--- config.mk ---
export PLATFORM = sky130hd
export DESIGN_NAME = id_ex_stage_reg_flat
export DESIGN_NICKNAME = d
export VERILOG_FILES = /design/src/rtl/id_ex_stage_reg_if.sv /design/src/rtl/id_ex_stage_reg.sv /design/src/flat_wrapper.sv
export SDC_FILE = /design/constraint.sdc
export NUM_CORES = 1
export LEC_CHECK = 0
export CAP_MARGIN = 25
export CORE_AREA = 2 2 123 125
export CTS_CLUSTER_SIZE = 30
export DETAILED_ROUTE_END_ITERATION = 10
export DIE_AREA = 0 0 125 127
export GPL_TIMING_DRIVEN = 1
export MAX_ROUTING_LAYER = met4
export PLACE_DENSITY = 0.88
export SYNTH_ARGS = -nofsm -noshare
export SYNTH_HDL_FRONTEND = slang
export SYNTH_SLANG_ARGS = --single-unit
--- constraint.sdc ---
create_clock -name clk -period 14.9 [get_ports clk]
set_input_delay 1.49 -clock clk [delete_from_list [all_inputs] [get_ports clk]]
set_output_delay 1.49 -clock clk [all_outputs]
set_load 0.01 [all_outputs]
--- src/rtl/id_ex_stage_reg_if.sv ---
// ID/EX stage bundle: decoded fields from ID (*_id) and their registered EX copies (*_ex).
// The decode side is the master; the pipeline register is the slave.
interface id_ex_stage_reg_if #(
    parameter int DATA_W = 32,
    parameter int REG_AW = 4
);
    logic              valid_id;
    logic              BranchB_id, BranchI_id, BranchGEQ_id, BranchLEQ_id;
    logic              MemToReg_id, MemRead_id, MemWrite_id, ALUSrc_id, RegWrite_id;
    logic [2:0]        ALUOp_id;
    logic [DATA_W-1:0] rd1_id, rd2_id, imm_id, pc_id;
    logic [REG_AW-1:0] rs1_id, rs2_id, rd_id;
    logic              use_rs1_id, use_rs2_id;

    logic              valid_ex;
    logic              BranchB_ex, BranchI_ex, BranchGEQ_ex, BranchLEQ_ex;
    logic              MemToReg_ex, MemRead_ex, MemWrite_ex, ALUSrc_ex, RegWrite_ex;
    logic [2:0]        ALUOp_ex;
    logic [DATA_W-1:0] rd1_ex, rd2_ex, imm_ex, pc_ex;
    logic [REG_AW-1:0] rs1_ex, rs2_ex, rd_ex;
    logic              use_rs1_ex, use_rs2_ex;

    modport master (
        output valid_id, BranchB_id, BranchI_id, BranchGEQ_id, BranchLEQ_id,
               MemToReg_id, MemRead_id, MemWrite_id, ALUSrc_id, RegWrite_id,
               ALUOp_id, rd1_id, rd2_id, imm_id, pc_id, rs1_id, rs2_id, rd_id,
               use_rs1_id, use_rs2_id,
        input  valid_ex, BranchB_ex, BranchI_ex, BranchGEQ_ex, BranchLEQ_ex,
               MemToReg_ex, MemRead_ex, MemWrite_ex, ALUSrc_ex, RegWrite_ex,
               ALUOp_ex, rd1_ex, rd2_ex, imm_ex, pc_ex, rs1_ex, rs2_ex, rd_ex,
               use_rs1_ex, use_rs2_ex
    );

    modport slave (
        input  valid_id, BranchB_id, BranchI_id, BranchGEQ_id, BranchLEQ_id,
               MemToReg_id, MemRead_id, MemWrite_id, ALUSrc_id, RegWrite_id,
               ALUOp_id, rd1_id, rd2_id, imm_id, pc_id, rs1_id, rs2_id, rd_id,
               use_rs1_id, use_rs2_id,
        output valid_ex, BranchB_ex, BranchI_ex, BranchGEQ_ex, BranchLEQ_ex,
               MemToReg_ex, MemRead_ex, MemWrite_ex, ALUSrc_ex, RegWrite_ex,
               ALUOp_ex, rd1_ex, rd2_ex, imm_ex, pc_ex, rs1_ex, rs2_ex, rd_ex,
               use_rs1_ex, use_rs2_ex
    );
endinterface

--- src/rtl/id_ex_stage_reg.sv ---
// ID/EX pipeline register with load-use interlock and branch-flush bubbles.
// Optional ID_EX_HAZARD_STATS_EN adds saturating stall/flush event counters.
module id_ex_stage_reg #(
    parameter int DATA_W   = 32,
    parameter int REG_AW   = 4,
    parameter int LOAD_LAT = 1
) (
    input  logic                clk,
    input  logic                rst,
    input  logic                flush_i,
    output logic                stall_o,
    id_ex_stage_reg_if.slave    bus
`ifdef ID_EX_HAZARD_STATS_EN
    ,
    output logic [15:0]         stall_cnt_o,
    output logic [15:0]         flush_cnt_o
`endif
);

    // state     | meaning
    // RUN       | capture ID each edge, or bubble on a fresh load-use hazard
    // INTERLOCK | remaining load-latency cycles; bubble and hold the front end
    typedef enum logic [0:0] {RUN, INTERLOCK} state_t;

    typedef struct packed {
        logic              valid;
        logic              branch_b, branch_i, branch_geq, branch_leq;
        logic              mem_to_reg, mem_read, mem_write, alu_src, reg_write;
        logic [2:0]        alu_op;
        logic [DATA_W-1:0] rd1, rd2, imm, pc;
        logic [REG_AW-1:0] rs1, rs2, rd;
        logic              use_rs1, use_rs2;
    } stage_t;

    localparam logic [3:0] LAT_M1 = 4'(LOAD_LAT - 1);

    state_t     state_q, state_d;
    logic [3:0] cnt_q, cnt_d;
    stage_t     ex_q, ex_d, id_w;
    logic       hazard;

    assign id_w = '{
        valid:      bus.valid_id,
        branch_b:   bus.BranchB_id,
        branch_i:   bus.BranchI_id,
        branch_geq: bus.BranchGEQ_id,
        branch_leq: bus.BranchLEQ_id,
        mem_to_reg: bus.MemToReg_id,
        mem_read:   bus.MemRead_id,
        mem_write:  bus.MemWrite_id,
        alu_src:    bus.ALUSrc_id,
        reg_write:  bus.RegWrite_id,
        alu_op:     bus.ALUOp_id,
        rd1:        bus.rd1_id,
        rd2:        bus.rd2_id,
        imm:        bus.imm_id,
        pc:         bus.pc_id,
        rs1:        bus.rs1_id,
        rs2:        bus.rs2_id,
        rd:         bus.rd_id,
        use_rs1:    bus.use_rs1_id,
        use_rs2:    bus.use_rs2_id
    };

    // Only a real load writing a nonzero register can create a hazard.
    assign hazard = ex_q.valid & ex_q.mem_read & ex_q.reg_write & (ex_q.rd != '0) &
                    ((bus.use_rs1_id & (bus.rs1_id == ex_q.rd)) |
                     (bus.use_rs2_id & (bus.rs2_id == ex_q.rd))) &
                    bus.valid_id;

    assign stall_o = ~rst & ~flush_i &
                     (((state_q == RUN) & hazard) | (state_q == INTERLOCK));

    always_comb begin
        state_d = state_q;
        cnt_d   = cnt_q;
        ex_d    = ex_q;
        if (flush_i) begin
            ex_d    = '0;
            state_d = RUN;
            cnt_d   = '0;
        end else if (state_q == INTERLOCK) begin
            ex_d = '0;
            if (cnt_q <= 4'd1) begin
                state_d = RUN;
                cnt_d   = '0;
            end else begin
                cnt_d = cnt_q - 4'd1;
            end
        end else if (hazard) begin
            ex_d = '0;
            if (LAT_M1 != 4'd0) begin
                state_d = INTERLOCK;
                cnt_d   = LAT_M1;
            end
        end else begin
            ex_d = id_w;
        end
    end

    always_ff @(posedge clk or posedge rst) begin
        if (rst) begin
            state_q <= RUN;
            cnt_q   <= '0;
            ex_q    <= '0;
        end else begin
            state_q <= state_d;
            cnt_q   <= cnt_d;
            ex_q    <= ex_d;
        end
    end

    assign bus.valid_ex     = ex_q.valid;
    assign bus.BranchB_ex   = ex_q.branch_b;
    assign bus.BranchI_ex   = ex_q.branch_i;
    assign bus.BranchGEQ_ex = ex_q.branch_geq;
    assign bus.BranchLEQ_ex = ex_q.branch_leq;
    assign bus.MemToReg_ex  = ex_q.mem_to_reg;
    assign bus.MemRead_ex   = ex_q.mem_read;
    assign bus.MemWrite_ex  = ex_q.mem_write;
    assign bus.ALUSrc_ex    = ex_q.alu_src;
    assign bus.RegWrite_ex  = ex_q.reg_write;
    assign bus.ALUOp_ex     = ex_q.alu_op;
    assign bus.rd1_ex       = ex_q.rd1;
    assign bus.rd2_ex       = ex_q.rd2;
    assign bus.imm_ex       = ex_q.imm;
    assign bus.pc_ex        = ex_q.pc;
    assign bus.rs1_ex       = ex_q.rs1;
    assign bus.rs2_ex       = ex_q.rs2;
    assign bus.rd_ex        = ex_q.rd;
    assign bus.use_rs1_ex   = ex_q.use_rs1;
    assign bus.use_rs2_ex   = ex_q.use_rs2;

`ifdef ID_EX_HAZARD_STATS_EN
    logic [15:0] stall_cnt_q, flush_cnt_q;

    always_ff @(posedge clk or posedge rst) begin
        if (rst) begin
            stall_cnt_q <= '0;
            flush_cnt_q <= '0;
        end else begin
            if (stall_o && (stall_cnt_q != 16'hFFFF))
                stall_cnt_q <= stall_cnt_q + 16'd1;
            if (flush_i && (flush_cnt_q != 16'hFFFF))
                flush_cnt_q <= flush_cnt_q + 16'd1;
        end
    end

    assign stall_cnt_o = stall_cnt_q;
    assign flush_cnt_o = flush_cnt_q;
`endif

endmodule
--- src/flat_wrapper.sv ---
// flat-port wrapper written by rule: the top's interface ports become plain ports
module id_ex_stage_reg_flat 
#(
    parameter int DATA_W   = 32,
    parameter int REG_AW   = 4,
    parameter int LOAD_LAT = 1
)
  (clk, rst, flush_i, stall_o, bus_valid_id, bus_BranchB_id, bus_BranchI_id, bus_BranchGEQ_id, bus_BranchLEQ_id, bus_MemToReg_id, bus_MemRead_id, bus_MemWrite_id, bus_ALUSrc_id, bus_RegWrite_id, bus_ALUOp_id, bus_rd1_id, bus_rd2_id, bus_imm_id, bus_pc_id, bus_rs1_id, bus_rs2_id, bus_rd_id, bus_use_rs1_id, bus_use_rs2_id, bus_valid_ex, bus_BranchB_ex, bus_BranchI_ex, bus_BranchGEQ_ex, bus_BranchLEQ_ex, bus_MemToReg_ex, bus_MemRead_ex, bus_MemWrite_ex, bus_ALUSrc_ex, bus_RegWrite_ex, bus_ALUOp_ex, bus_rd1_ex, bus_rd2_ex, bus_imm_ex, bus_pc_ex, bus_rs1_ex, bus_rs2_ex, bus_rd_ex, bus_use_rs1_ex, bus_use_rs2_ex);
  id_ex_stage_reg_if #(.DATA_W(DATA_W), .REG_AW(REG_AW)) bus_i ();
  input  logic clk;
  input  logic rst;
  input  logic flush_i;
  output logic stall_o;
  input wire logic [$bits(bus_i.valid_id)-1:0] bus_valid_id;
  input wire logic [$bits(bus_i.BranchB_id)-1:0] bus_BranchB_id;
  input wire logic [$bits(bus_i.BranchI_id)-1:0] bus_BranchI_id;
  input wire logic [$bits(bus_i.BranchGEQ_id)-1:0] bus_BranchGEQ_id;
  input wire logic [$bits(bus_i.BranchLEQ_id)-1:0] bus_BranchLEQ_id;
  input wire logic [$bits(bus_i.MemToReg_id)-1:0] bus_MemToReg_id;
  input wire logic [$bits(bus_i.MemRead_id)-1:0] bus_MemRead_id;
  input wire logic [$bits(bus_i.MemWrite_id)-1:0] bus_MemWrite_id;
  input wire logic [$bits(bus_i.ALUSrc_id)-1:0] bus_ALUSrc_id;
  input wire logic [$bits(bus_i.RegWrite_id)-1:0] bus_RegWrite_id;
  input wire logic [$bits(bus_i.ALUOp_id)-1:0] bus_ALUOp_id;
  input wire logic [$bits(bus_i.rd1_id)-1:0] bus_rd1_id;
  input wire logic [$bits(bus_i.rd2_id)-1:0] bus_rd2_id;
  input wire logic [$bits(bus_i.imm_id)-1:0] bus_imm_id;
  input wire logic [$bits(bus_i.pc_id)-1:0] bus_pc_id;
  input wire logic [$bits(bus_i.rs1_id)-1:0] bus_rs1_id;
  input wire logic [$bits(bus_i.rs2_id)-1:0] bus_rs2_id;
  input wire logic [$bits(bus_i.rd_id)-1:0] bus_rd_id;
  input wire logic [$bits(bus_i.use_rs1_id)-1:0] bus_use_rs1_id;
  input wire logic [$bits(bus_i.use_rs2_id)-1:0] bus_use_rs2_id;
  output wire logic [$bits(bus_i.valid_ex)-1:0] bus_valid_ex;
  output wire logic [$bits(bus_i.BranchB_ex)-1:0] bus_BranchB_ex;
  output wire logic [$bits(bus_i.BranchI_ex)-1:0] bus_BranchI_ex;
  output wire logic [$bits(bus_i.BranchGEQ_ex)-1:0] bus_BranchGEQ_ex;
  output wire logic [$bits(bus_i.BranchLEQ_ex)-1:0] bus_BranchLEQ_ex;
  output wire logic [$bits(bus_i.MemToReg_ex)-1:0] bus_MemToReg_ex;
  output wire logic [$bits(bus_i.MemRead_ex)-1:0] bus_MemRead_ex;
  output wire logic [$bits(bus_i.MemWrite_ex)-1:0] bus_MemWrite_ex;
  output wire logic [$bits(bus_i.ALUSrc_ex)-1:0] bus_ALUSrc_ex;
  output wire logic [$bits(bus_i.RegWrite_ex)-1:0] bus_RegWrite_ex;
  output wire logic [$bits(bus_i.ALUOp_ex)-1:0] bus_ALUOp_ex;
  output wire logic [$bits(bus_i.rd1_ex)-1:0] bus_rd1_ex;
  output wire logic [$bits(bus_i.rd2_ex)-1:0] bus_rd2_ex;
  output wire logic [$bits(bus_i.imm_ex)-1:0] bus_imm_ex;
  output wire logic [$bits(bus_i.pc_ex)-1:0] bus_pc_ex;
  output wire logic [$bits(bus_i.rs1_ex)-1:0] bus_rs1_ex;
  output wire logic [$bits(bus_i.rs2_ex)-1:0] bus_rs2_ex;
  output wire logic [$bits(bus_i.rd_ex)-1:0] bus_rd_ex;
  output wire logic [$bits(bus_i.use_rs1_ex)-1:0] bus_use_rs1_ex;
  output wire logic [$bits(bus_i.use_rs2_ex)-1:0] bus_use_rs2_ex;
  assign bus_i.valid_id = bus_valid_id;
  assign bus_i.BranchB_id = bus_BranchB_id;
  assign bus_i.BranchI_id = bus_BranchI_id;
  assign bus_i.BranchGEQ_id = bus_BranchGEQ_id;
  assign bus_i.BranchLEQ_id = bus_BranchLEQ_id;
  assign bus_i.MemToReg_id = bus_MemToReg_id;
  assign bus_i.MemRead_id = bus_MemRead_id;
  assign bus_i.MemWrite_id = bus_MemWrite_id;
  assign bus_i.ALUSrc_id = bus_ALUSrc_id;
  assign bus_i.RegWrite_id = bus_RegWrite_id;
  assign bus_i.ALUOp_id = bus_ALUOp_id;
  assign bus_i.rd1_id = bus_rd1_id;
  assign bus_i.rd2_id = bus_rd2_id;
  assign bus_i.imm_id = bus_imm_id;
  assign bus_i.pc_id = bus_pc_id;
  assign bus_i.rs1_id = bus_rs1_id;
  assign bus_i.rs2_id = bus_rs2_id;
  assign bus_i.rd_id = bus_rd_id;
  assign bus_i.use_rs1_id = bus_use_rs1_id;
  assign bus_i.use_rs2_id = bus_use_rs2_id;
  assign bus_valid_ex = bus_i.valid_ex;
  assign bus_BranchB_ex = bus_i.BranchB_ex;
  assign bus_BranchI_ex = bus_i.BranchI_ex;
  assign bus_BranchGEQ_ex = bus_i.BranchGEQ_ex;
  assign bus_BranchLEQ_ex = bus_i.BranchLEQ_ex;
  assign bus_MemToReg_ex = bus_i.MemToReg_ex;
  assign bus_MemRead_ex = bus_i.MemRead_ex;
  assign bus_MemWrite_ex = bus_i.MemWrite_ex;
  assign bus_ALUSrc_ex = bus_i.ALUSrc_ex;
  assign bus_RegWrite_ex = bus_i.RegWrite_ex;
  assign bus_ALUOp_ex = bus_i.ALUOp_ex;
  assign bus_rd1_ex = bus_i.rd1_ex;
  assign bus_rd2_ex = bus_i.rd2_ex;
  assign bus_imm_ex = bus_i.imm_ex;
  assign bus_pc_ex = bus_i.pc_ex;
  assign bus_rs1_ex = bus_i.rs1_ex;
  assign bus_rs2_ex = bus_i.rs2_ex;
  assign bus_rd_ex = bus_i.rd_ex;
  assign bus_use_rs1_ex = bus_i.use_rs1_ex;
  assign bus_use_rs2_ex = bus_i.use_rs2_ex;
  id_ex_stage_reg #(.DATA_W(DATA_W), .REG_AW(REG_AW), .LOAD_LAT(LOAD_LAT)) u_core (.clk(clk), .rst(rst), .flush_i(flush_i), .stall_o(stall_o), .bus(bus_i));
endmodule
==> flow_metrics.env <==
export IMPL_chipHeight_um=127
export IMPL_final_nets=854
export IMPL_gp_congestion=0.9037
export IMPL_area_delta_synth_final_pct=68.82
export IMPL_cts_root_buf="clkbuf_16"
export IMPL_syn_nets=551
export IMPL_clkPwrFrac=0.413
export IMPL_cp_end_kind="output pin"
export IMPL_first_pass_iters=4
export IMPL_power_frac_seq=0.457
export IMPL_hold_ws_ps=543.8
export IMPL_num_vias=4245
export IMPL_fin_crit_sh=0.3352
export IMPL_slew_viol_final=0
export IMPL_ys_seq_area_frac=0.7293
export IMPL_ff2ff_setup_slack_ps=12650
export IMPL_required_ps=13410
export IMPL_die_w_um=125
export IMPL_leakage_nw=4.459
export IMPL_worst_setup_path_start_kind="input port"
export IMPL_fill_cells=1032
export IMPL_clock_sinks=160
export IMPL_path_cells="clkdlybuf4s50_1, xor2_1, nor3_1, and4_1, o21ai_4, a211oi_2, clkdlybuf4s50_1"
export IMPL_avgRoutedWirePerCell_um=17.59
export IMPL_wl_um=15680
export IMPL_setup_viol=0
export IMPL_viasPerCell=4.764
export IMPL_drt_iter0_markers=211
export IMPL_syn_area_um2=5490
export IMPL_p_per_area_nw_per_um2=109.3
export IMPL_fp_row_count=44
export IMPL_mostFrequentLayoutCell="clkdlybuf4s50_1"
export IMPL_cp_buffers_inverters=2
export IMPL_rsz0062_at_grt="false"
export IMPL_worstPathMaxFanout=2
export IMPL_drive_gt1_frac=0.05799
export IMPL_skew_ps=7.848
export IMPL_antenna_left=0
export IMPL_grt_first_pass_wirelength_um=24100
export IMPL_path_delay_family="buffers and inverters"
export IMPL_cts_max_level=4
export IMPL_cts_resized=0
export IMPL_swShare=0.2263
export IMPL_rr_startpoint="u_core.bus.rd_ex[0]"
export IMPL_min_period_ps=4994
export IMPL_ioPinCount=314
export IMPL_cts_tree="yes"
export IMPL_clk_pin_slew_ps=60
export IMPL_hold_buffers=0
export IMPL_worstMarginPinSlew_ps=927.1
export IMPL_max_stage_delay_ps=560
export IMPL_postCtsSetupBuffers=0
export IMPL_dieArea_um2=15880
export IMPL_core_area_um2=14420
export IMPL_maxCapViolCount=0
export IMPL_relSlewSlack=0.3819
export IMPL_synthTopCellsByArea="dfrtp_1 73%, and3_1 18%, buf_6 3.3%"
export IMPL_arrival_ps=3500
export IMPL_grt_max_degree=155
export IMPL_cp_startpoint="bus_rs1_id[0]"
export IMPL_pwr_share_comb=0.130
export IMPL_numCtsBuffers=17
export IMPL_most_common_layout_cells="313 x clkdlybuf4s50_1, 160 x dfrtp_1, 154 x and3_1"
export IMPL_crit_path_top_delay_cell="clkdlybuf4s50_1"
export IMPL_synth_top_cell_area_share=0.7293
export IMPL_synth_seq_cells=160
export IMPL_grt_pass1_vias=4566
export IMPL_drc_errors=0
export IMPL_critical_path_class="in -> out"
export IMPL_peakVddDrop_uv=65.85
export IMPL_synth_cell_types=23
export IMPL_max_freq_mhz=200.2
export IMPL_clock_path_buffers=2
export IMPL_intPower_uw=783.8
export IMPL_p_total_mw=1.013
export IMPL_utilization=0.6426
export IMPL_crit_path_frequent_cell="clkdlybuf4s50_1"
export IMPL_clkLatencyLatePin_ps=420
export IMPL_grt_use_total=0.2022
export IMPL_start_util=0.3806
export IMPL_antenna_found_initial=0
export IMPL_antennaDiodeCount=0
export IMPL_syn_inst=391
export IMPL_syn_area_per_cell_um2=14.04
export IMPL_synth_warnings=0
export IMPL_port_buffers=313
export IMPL_hold_path_startpoint="u_core.cnt_q[1]"
export IMPL_grt_overflow_total=0
export IMPL_synth_area_leader_cell="dfrtp_1"
export IMPL_place_hpwl_um=11050
export IMPL_tns_ps=0
export IMPL_p_switching_uw=229.3
export IMPL_hp_class="reg -> reg"
export IMPL_hold_violations=0
export IMPL_status="finished, final reports clean"
[state kept, by name (all words and copies together), names as in the netlist, 4 cells and up]
name               count
u_core.bus.rd2_ex     32
u_core.bus.rd_ex       4
u_core.bus.rd1_ex     32
u_core.bus.rs1_ex      4
u_core.bus.rs2_ex      4
u_core.bus.pc_ex      32
u_core.bus.imm_ex     32
u_core.cnt_q           4
[tightest hold or removal path, cell delays in order, from the launching register on]
cell,delay (ps)
dfrtp_1,380
nand2_1,60
o21ai_0,70
[power by group through the flow]
stage	clock network (mW)	registers, mW	logic [mW]
2_1_floorplan	0	0.482	0.0264
3_3_place_gp	0	0.470	0.129
3_5_place_dp	0	0.472	0.132
4_1_cts	0.426	0.464	0.133
5_1_grt	0.447	0.465	0.140
6_report	0.418	0.463	0.131
[synthesized netlist by cell type (all sizes together)]
| cell | instances |
|---|---|
| dfrtp | 160 |
| and3 | 154 |
| buf | 17 |
| clkbuf | 17 |
| inv | 6 |
| xor2 | 6 |
| nor2 | 5 |
| o21ai | 5 |
| nand2 | 4 |
| nor3 | 4 |
| and4 | 2 |
| ha | 2 |
| xnor2 | 2 |
| a211oi | 1 |
| a21oi | 1 |
| nand2b | 1 |
| nand3 | 1 |
| nor3b | 1 |
| nor4 | 1 |
| o311ai | 1 |
[per-layer routing]
metal  up-vias  part of all wire  track usage
met5         -                 0            -
met4         0             0.020      0.07451
met3        23             0.074      0.06072
met2       223              0.52       0.3504
met1      2065              0.38       0.2217
li1       1934                 -            -
[cell type report]
| cell class | instances | area [um2] | area share |
|---|---|---|---|
| Multi-Input combinational cell | 191 | 1227 | 0.1324 |
| Inverter | 6 | 27.53 | 0.002970 |
| Clock inverter | 11 | 106.4 | 0.01147 |
| Clock buffer | 21 | 470.5 | 0.05076 |
| Timing Repair Buffer | 318 | 3203 | 0.3456 |
| Sequential cell | 160 | 4004 | 0.4320 |
| Tap cell | 184 | 230.2 | 0.02484 |
[logic make-up after synthesis]
group / synth area share
buffers and inverters: 0.04991
adders and majority gates: 0.004557
xor gates and xnor gates: 0.01276
and+or+nand+nor: 0.1935
AOI/OAI and AO/OA: 0.01003
DFF: 0.7293
[per-stage QoR]
step                      cells  cell area [um2]  setup WS (ps)
after detailed placement    858             8665           9886
after floorplan             391             5490           9090
after CTS                   890             9241           9882
after global placement      857             8645           9924
final                       891             9269           9906
after global routing        891             9269           9810
[worst paths after layout]
kind	cells after the start	to
setup / recovery	7	stall_o
hold / removal	2	u_core.cnt_q[1]
setup reg to reg	7	u_core.bus.imm_ex[1]
hold reg to reg	2	u_core.cnt_q[1]
max in group asynchronous	3	u_core.bus.imm_ex[14]
min in group asynchronous	2	u_core.bus.BranchB_ex
(Power assumes the default switching activity.)
